<file path="config.mk">
export PLATFORM = sky130hd
export DESIGN_NAME = flit_injector
export DESIGN_NICKNAME = d
export VERILOG_FILES = /design/src/rtl/flit_injector.sv
export SDC_FILE = /design/constraint.sdc
export NUM_CORES = 1
export LEC_CHECK = 0
export CAP_MARGIN = 20
export CELL_PAD_IN_SITES_DETAIL_PLACEMENT = 0
export CELL_PAD_IN_SITES_GLOBAL_PLACEMENT = 2
export CORE_ASPECT_RATIO = 1.1
export CORE_MARGIN = 2
export CORE_UTILIZATION = 28
export DETAILED_ROUTE_END_ITERATION = 8
export PLACE_DENSITY = 0.95
export SETUP_SLACK_MARGIN = 0.02
export SYNTH_ARGS = -nofsm -noshare
export SYNTH_HDL_FRONTEND = slang
export SYNTH_SLANG_ARGS = --single-unit
</file>
<file path="constraint.sdc">
create_clock -name clk -period 3.17 [get_ports clk]
set_input_delay 0.4755 -clock clk [delete_from_list [all_inputs] [get_ports clk]]
set_output_delay 0.4755 -clock clk [all_outputs]
set_load 0.01 [all_outputs]
</file>
<file path="src/rtl/flit_injector.sv">
// flit_injector: network-interface transmit stage feeding a mesh router's
// local input port. Turns a (destination, length) descriptor plus a stream of
// payload words into HEADER / BODY / TAIL flits over an enable/ack handshake,
// one packet in flight at a time.

package flit_injector_pkg;

    localparam int unsigned PAYLOAD_W = 32;

    typedef struct packed {
        logic [3:0] x;
        logic [3:0] y;
    } addr_t;

    typedef enum logic [1:0] {
        HEADER   = 2'd0,
        BODY     = 2'd1,
        TAIL     = 2'd2,
        HEADTAIL = 2'd3
    } flit_type_t;

    typedef struct packed {
        addr_t       dst_addr;
        addr_t       src_addr;
        logic [15:0] rsvd;
    } control_hdr_t;

    typedef struct packed {
        flit_type_t           flit_type;
        logic [PAYLOAD_W-1:0] payload;
    } flit_t;

    localparam int unsigned ADDR_W = $bits(addr_t);
    localparam int unsigned FLIT_W = $bits(flit_t);

endpackage

module flit_injector
    import flit_injector_pkg::*;
#(
    parameter int X     = 1,
    parameter int Y     = 1,
    parameter int LEN_W = 8
) (
    input  logic                 clk,
    input  logic                 rst,
    input  logic                 msg_valid,
    output logic                 msg_ready,
    input  logic [ADDR_W-1:0]    msg_dst,
    input  logic [LEN_W-1:0]     msg_len,
    input  logic                 data_valid,
    output logic                 data_ready,
    input  logic [PAYLOAD_W-1:0] data_word,
    output logic [FLIT_W-1:0]    flit_o,
    output logic                 enable_o,
    input  logic                 ack_i,
    output logic                 busy
);

    typedef enum logic [1:0] {
        IDLE,
        HDR,
        LOAD,
        SEND
    } state_t;

    state_t           state;
    logic [LEN_W-1:0] remaining;
    flit_t            flit_q;
    control_hdr_t     hdr;
    addr_t            own_addr;

    assign flit_o = flit_q;

    // Header payload built from the live descriptor and this router's coordinates.
    always_comb begin
        own_addr   = '0;
        own_addr.x = 4'(X);
        own_addr.y = 4'(Y);
        hdr          = '0;
        hdr.dst_addr = addr_t'(msg_dst);
        hdr.src_addr = own_addr;
    end

    // Packet sequencer; every output is a register updated alongside the state.
    // The header flit is loaded on the descriptor handshake itself, so HDR is
    // entered with the header already presented and no separate dst register.
    always_ff @(posedge clk or posedge rst) begin
        if (rst) begin
            state      <= IDLE;
            remaining  <= '0;
            flit_q     <= '0;
            enable_o   <= 1'b0;
            msg_ready  <= 1'b0;
            data_ready <= 1'b0;
            busy       <= 1'b0;
        end else begin
            case (state)
                IDLE: begin
                    msg_ready <= 1'b1;
                    if (msg_valid && msg_ready) begin
                        remaining        <= msg_len;
                        flit_q.flit_type <= HEADER;
                        flit_q.payload   <= hdr;
                        enable_o         <= 1'b1;
                        msg_ready        <= 1'b0;
                        busy             <= 1'b1;
                        state            <= HDR;
                    end
                end
                HDR: begin
                    if (enable_o && ack_i) begin
                        if (remaining == '0) begin
                            flit_q.flit_type <= TAIL;
                            flit_q.payload   <= '0;
                            state            <= SEND;
                        end else begin
                            enable_o   <= 1'b0;
                            data_ready <= 1'b1;
                            state      <= LOAD;
                        end
                    end
                end
                LOAD: begin
                    if (data_valid && data_ready) begin
                        flit_q.flit_type <= (remaining == LEN_W'(1)) ? TAIL : BODY;
                        flit_q.payload   <= data_word;
                        remaining        <= remaining - LEN_W'(1);
                        enable_o         <= 1'b1;
                        data_ready       <= 1'b0;
                        state            <= SEND;
                    end
                end
                SEND: begin
                    if (enable_o && ack_i) begin
                        enable_o <= 1'b0;
                        if (flit_q.flit_type == TAIL) begin
                            busy  <= 1'b0;
                            state <= IDLE;
                        end else begin
                            data_ready <= 1'b1;
                            state      <= LOAD;
                        end
                    end
                end
                default: state <= IDLE;
            endcase
        end
    end

    // Self-addressed packets are forwarded untouched; flag them for the integrator.
    a_no_self_dst: assert property (@(posedge clk) disable iff (rst)
        (msg_valid && msg_ready) |-> (addr_t'(msg_dst) != own_addr))
        else $warning("flit_injector: destination equals own router address");

endmodule

</file>
==> results of run 1 <==
through the flow:
stage,setup WS (ns),hold slack (ns)
2_1_floorplan,1.253,0.4971
3_3_place_gp,0.7800,0.4704
3_5_place_dp,0.7816,0.4768
4_1_cts,0.9468,0.5031
5_1_grt,0.7440,0.4424
6_report,0.9505,0.4329
flip-flops by register name, indices dropped and copies added (netlist names):
signal / flops
busy: 1
data_ready: 1
enable_o: 1
flit_o: 34
msg_ready: 1
remaining: 8
state: 2
cells in the mapped netlist:
master	instances
a211o_1	4
o21ai_0	20
o21ai_1	8
buf_1	1
or3_1	1
a22o_1	2
a211oi_1	1
a41o_1	1
o22a_1	4
a31oi_1	5
and2_1	3
a21boi_1	1
and4bb_1	1
o2bb2ai_1	23
inv_1	9
nand3_1	29
o32ai_1	1
nor3_1	3
or3b_2	1
nand2_1	11
nor2b_1	11
and4_1	1
nor2_1	8
nand4_1	2
nand4b_1	1
a41oi_1	1
a2bb2oi_1	1
ha_1	8
buf_6	4
o41ai_1	1
and3_1	1
nand2b_1	3
nor4_4	1
o21a_1	1
buf_2	4
a211oi_2	1
nor4b_1	1
nand2b_4	1
a31oi_2	1
or4_1	1
a21oi_1	15
dfrtp_1	48
o22ai_1	2
clkbuf_1	10
layer usage:
layer  global-route usage, %  part of all wire (%)  vias up
met5                       0                     0        -
met1                   19.27                    45     1054
met3                   4.291                   6.4        6
met4                   2.795                  0.88        0
li1                        -                     -     1112
met2                   22.14                    48       60
cell families (layout without fill, tap and decap cells):
group                      after synthesis  in the layout  synth area share [%]
AOI/OAI and AO/OA                       93             93                 25.27
adders and majority gates                8              8                 3.949
buffers and inverters                   28            111                 5.528
DFF                                     48             48                 47.38
and+or+nand+nor                         80             80                 17.87
area by class of cell:
type | count | area (um2)
repair buffers | 94 | 943.4
clock inverters | 2 | 13.76
flip-flops and latches | 48 | 1201
inverters | 9 | 33.78
well taps | 114 | 142.6
multi-input cells | 181 | 1204
fillers | 901 | 5207
clock buffers | 6 | 82.58
path summary, 6_finish.rpt:
kind	end	depth (start not counted)
min reg2reg	flit_o[10]	1
max	remaining[6]	6
min in group clk	flit_o[10]	1
max in group asynchronous	msg_ready	3
max reg2reg	remaining[6]	6
min	flit_o[4]	2
worst max-delay path: stages (launching register included):
cell      delay [ns]
dfrtp_1         0.43
inv_1           0.13
ha_2            0.19
a21boi_1        0.44
a211o_1         0.41
and4bb_1        0.26
a211o_1         0.25
power by group through the flow:
stage / Combinational, mW / Sequential [mW] / Clock (mW)
final: 0.0876 / 0.614 / 0.398
after CTS: 0.0866 / 0.614 / 0.411
after detailed placement: 0.0866 / 0.626 / 0
after floorplan: 0.0156 / 0.626 / 0
after global placement: 0.0864 / 0.626 / 0
after global routing: 0.0951 / 0.614 / 0.435
==> impl_metrics.csv, run 1 <==
group,metric,value,unit
final_layout,fin_area,3621,um2
floorplan,core,8828,um2
pwr,irDropWorstVdd,0.1468,mV
global_routing,grt_remaining_overflow,0,
global_routing,antenna_found_initial,0,
clock_tree,cts.clk_slew.worst_paths,0.10,ns
placement,place_congestion,0.7262,
pwr,totalPowerFinal,1.100,mW
clock_tree,clk_latency,0.30,ns
logic_synthesis,syn_nets,318,
floorplan,die-area,9831,um2
sta,setup_viol,0,
global_routing,grt_pass1_wl,11160,um
floorplan,fp-row-count,36,
detailed_routing,vias_per_cell,4.916,
pwr,combPwrFrac,8.0,%
clock_tree,cts_tree,"built",
detailed_routing,routed_wl,6693,um
floorplan,start_util,28.71,%
clock_tree,cts-htree-levels,2,
final_layout,antennaDiodeCount,0,
pwr,p_clk_share,36.2,%
detailed_routing,drc,0,
worst_setup_path,r2r_slack,0.95,ns
pwr,p_per_area,303.7,nW/um2
pwr,switching_share,22.36,%
logic_synthesis,ys_types,44,
pwr,p_seq_share,55.8,%
logic_synthesis,synth_area,2535,um2
worst_setup_path,start_kind,"flop",
clock_tree,clk_path_buf_depth,2,
final_layout,final_core_util,41.01,%
logic_synthesis,ys_warn_count,0,
sta,fin_skew,0.008022,ns
logic_synthesis,postSynthCellCount,257,
sta,hold_viol_final,0,
placement,dp.final_hpwl,4565,um
clock_tree,cts_setup_buffers,0,
final_layout,final_cell_mix,"90 x clkdlybuf4s50_1, 48 x dfrtp_1, 29 x nand3_1",
global_routing,grt_max_degree,53,
worst_setup_path,required,3.36,ns
sta,finalCritPeriodShare,70.02,%
detailed_routing,wl_per_cell,14.74,um
logic_synthesis,seq_area_frac_synth,47.38,%
pwr,intPower,0.8538,mW
sta,fin_tns_setup,0,ns
detailed_routing,ant_nets,0,
clock_tree,cts_buffers,5,
worst_setup_path,cp-end-kind,"flop",
sta,rsz0062_at_grt,"false",
sta,post-route-min-period,2.219,ns
placement,place_inst,445,
worst_setup_path,path_class,"flop to flop",
pwr,power_leakage,1.425,nW
detailed_routing,initialDrtViolationCount,126,
logic_synthesis,yosysTopAreaCell,"dfrtp_1",
sta,max_freq,0.4506,GHz
clock_tree,cts_resized,0,
sta,tightest_slew,0.5032,ns
final_layout,drive_gt1_share,5.588,%
placement,port-buffer-count,90,
floorplan,chipHeight,103.8,um
logic_synthesis,synth.area.top_cells,"dfrtp_1 47%, o2bb2ai_1 7.9%, nand3_1 5.7%",
clock_tree,postCtsHoldBufs,0,
clock_tree,clkSinkCount,48,
worst_setup_path,crit_fanout,13,
floorplan,chipWidth,94.72,um
global_routing,first_global_vias,2231,
run,max_cap_viol_count,0,
detailed_routing,dr.pass1.iters,4,
final_layout,final_common_cell,"clkdlybuf4s50_1",
final_layout,syn_to_final_growth,42.84,%
logic_synthesis,synth_top_cell_area_share,47.38,%
detailed_routing,vias,2232,
worst_setup_path,arrival,2.41,ns
sta,slew_violations,0,
logic_synthesis,avgSynthCellArea,9.864,um2
final_layout,layout.cells.non_filler,454,
logic_synthesis,synth_seq_cells,48,
sta,maxSlewHeadroom,66.25,%
pwr,p_sw,0.2458,mW
worst_setup_path,cp-startpoint,"state[0]",
run_status,status,"finished, final reports clean",
placement,post_dp_cell_area,3505,um2
min_path,hold_class,"input pin to async pin",
final_layout,fin_nets,400,
global_routing,grt_use_total,14.11,%
worst_setup_path,r2r_start,"state[0]",
floorplan,io_pins,91,
clock_tree,cts_root_buffer,"clkbuf_8",
No activity file was read; power rests on OpenSTA's default activity.
==> run 2: changes to the inputs <==
--- a/config.mk
+++ b/config.mk
@@ -10,9 +10,9 @@
 export CELL_PAD_IN_SITES_GLOBAL_PLACEMENT = 2
 export CORE_ASPECT_RATIO = 1.1
 export CORE_MARGIN = 2
-export CORE_UTILIZATION = 28
+export CORE_UTILIZATION = 24
 export DETAILED_ROUTE_END_ITERATION = 8
-export PLACE_DENSITY = 0.95
+export PLACE_DENSITY = 0.87
 export SETUP_SLACK_MARGIN = 0.02
 export SYNTH_ARGS = -nofsm -noshare
 export SYNTH_HDL_FRONTEND = slang
==> constraint.sdc (replaced) <==
create_clock -name clk -period 1.93 [get_ports clk]
set_input_delay 0.2895 -clock clk [delete_from_list [all_inputs] [get_ports clk]]
set_output_delay 0.2895 -clock clk [all_outputs]
set_load 0.01 [all_outputs]
==> run 2 against run 1 <==
Die area rose by 16%. Register-to-register slack got worse by 0.81 ns. Global-route usage fell by 1.0 points. Final area rose by 8.9%. Sequential cell count did not move. Routed wire length rose by 8.0%. Core utilization fell by 2.9 points. Non-clock buffer count rose by 17. Clock power rose to 2.6 times the previous value. Clock skew fell by 0.00066 ns. Setup slack got worse by 0.81 ns.
==> impl_metrics.csv, run 2 (same netlist as run 1, synthesis figures left out) <==
group,metric,value,unit
pwr,p_per_area,555.4,nW/um2
floorplan,start_util,24.50,%
clock_tree,postCtsHoldBufs,0,
final_layout,final_cell_mix,"90 x clkdlybuf4s50_1, 48 x dfrtp_1, 29 x nand3_1",
detailed_routing,routed_wl,7228,um
final_layout,multiInputGateArea,1226,um2
detailed_routing,vias,2338,
sta,maxSlewHeadroom,74.20,%
worst_setup_path,r2r_start,"state[0]",
pwr,totalPowerFinal,2.190,mW
placement,port-buffer-count,90,
run,max_cap_viol_count,0,
sta,finalCritPeriodShare,92.73,%
worst_setup_path,arrival,2.00,ns
sta,max_freq,0.5588,GHz
clock_tree,cts_root_buffer,"clkbuf_16",
placement,place_congestion,0.7488,
worst_setup_path,path_class,"flop to flop",
worst_setup_path,cp_cell_sequence,"inv_1 -> ha_2 -> a21boi_1 -> buf_4 -> a211oi_4 -> buf_4 -> buf_12 -> nand3_1 -> o2bb2ai_1",
sta,hold_viol_final,0,
worst_setup_path,critPathMostFrequentCell,"buf_4",
clock_tree,clk_latency,0.29,ns
worst_setup_path,cp_slowest_cell,"dfrtp_1",
placement,dp.final_hpwl,5112,um
clock_tree,cts_buffers,5,
clock_tree,cts-htree-levels,2,
worst_setup_path,start_kind,"flop",
worst_setup_path,crit_fanout,20,
clock_tree,cts.clk_slew.worst_paths,0.07,ns
sta,post-route-min-period,1.790,ns
detailed_routing,wl_per_cell,14.46,um
clock_tree,clk_path_buf_depth,2,
global_routing,grt_pass1_wl,11970,um
final_layout,largest_reg_flops,34,
floorplan,io_pins,91,
global_routing,grt_max_degree,49,
floorplan,core,10340,um2
final_layout,syn_to_final_growth,55.53,%
run_status,status,"finished, final reports clean",
floorplan,die-area,11400,um2
worst_setup_path,cp-startpoint,"state[0]",
clock_tree,cts_tree,"built",
final_layout,fin_nets,417,
sta,slew_violations,0,
final_layout,n_fill_cell,1077,
sta,fin_skew,0.007363,ns
final_layout,antennaDiodeCount,0,
final_layout,final_common_cell,"clkdlybuf4s50_1",
min_path,hold_class,"input pin to async pin",
final_layout,final_core_util,38.11,%
worst_setup_path,worstRegToRegCells,9,
detailed_routing,dr.pass1.iters,4,
detailed_routing,drc,0,
worst_setup_path,cp-end-kind,"flop",
floorplan,chipWidth,102.0,um
worst_setup_path,max_stage_delay,0.35,ns
detailed_routing,vias_per_cell,4.676,
final_layout,seqCellArea,1201,um2
sta,setup_viol,0,
worst_setup_path,required,2.14,ns
detailed_routing,ant_nets,0,
pwr,irDropWorstVdd,0.3646,mV
final_layout,drive_gt1_share,11.48,%
global_routing,grt_use_total,13.07,%
sta,holdWs,0.3581,ns
sta,rsz0062_at_grt,"false",
pwr,power_leakage,1.570,nW
floorplan,fp-row-count,39,
sta,tightest_slew,0.3856,ns
global_routing,grt_remaining_overflow,0,
global_routing,antenna_found_initial,0,
detailed_routing,initialDrtViolationCount,108,
global_routing,first_global_vias,2400,
floorplan,chipHeight,111.8,um
clock_tree,clkSinkCount,48,
run 2: cell types whose count changed in the layout (fill, tap and decap cells not counted), sizes merged:
cell    before  now
buf          4   21
bufinv       0    1
inv         10    9
run 2: what timing repair did:
item                       4_1_cts  5_1_grt
setup endpoints to repair        0       28
resized for setup                0       10
setup buffers                    0        1
run 2: worst paths after layout:
path,endpoint,slack (ns)
worst max-delay path,flit_o[17],0.14
max in group asynchronous,busy,1.33
worst max register to register,flit_o[17],0.14
worst min register to register,flit_o[0],0.50
min in group clk,flit_o[0],0.50
worst min-delay path,flit_o[10],0.36
run 2: final cells by class:
| class | instances | area share (%) |
|---|---|---|
| clock inverter | 2 | 0.9838 |
| sequential | 48 | 30.47 |
| tap | 143 | 4.538 |
| multi-input combinational | 181 | 31.10 |
| timing repair buffer | 111 | 28.53 |
| inverter | 9 | 0.8569 |
| clock buffer | 6 | 3.523 |
run 2: critical path, delay by kind of cell (launching register included):
kind / cells / cell delay (ns)
simple gates: 1 / 0.09
compound gates: 3 / 0.50
buf+inv: 4 / 0.58
fa+ha+maj: 1 / 0.19
flops: 1 / 0.35
run 2: metal layers:
layer | wire length, um | GRT usage, % | share of wire [%] | vias to the layer above
met5 | 0 | 0 | 0 | -
met4 | 25 | 2.667 | 0.35 | 0
met3 | 450 | 3.829 | 6.2 | 2
met2 | 3473 | 20.92 | 48 | 62
met1 | 3278 | 17.58 | 45 | 1125
li1 | - | - | - | 1149
run 2: through the flow:
| step | setup TNS, ns | worst slack (ns) | area, um2 | std cells |
|---|---|---|---|---|
| 4_1_cts | 0 | 0.04843 | 3896 | 499 |
| 2_1_floorplan | 0 | 0.04747 | 2535 | 257 |
| 3_3_place_gp | -1.908 | -0.1033 | 3719 | 491 |
| 3_5_place_dp | -2.834 | -0.1458 | 3719 | 491 |
| 6_report | 0 | 0.1403 | 3943 | 500 |
| 5_1_grt | 0 | 0.02314 | 3943 | 500 |
run 2: power by group:
part | switching [mW] | internal [mW]
clock network | 0.386 | 0.650
logic | 0.0427 | 0.103
registers | 0.00185 | 1.01
total | 0.431 | 1.76
==> run 3: changes to the inputs <==
--- a/config.mk
+++ b/config.mk
@@ -12,6 +12,7 @@
 export CORE_MARGIN = 2
 export CORE_UTILIZATION = 24
 export DETAILED_ROUTE_END_ITERATION = 8
+export HOLD_SLACK_MARGIN = 0.02
 export PLACE_DENSITY = 0.87
 export SETUP_SLACK_MARGIN = 0.02
 export SYNTH_ARGS = -nofsm -noshare
==> results of run 3 <==
The final DEF is identical to that of run 2; final timing and power are the same.
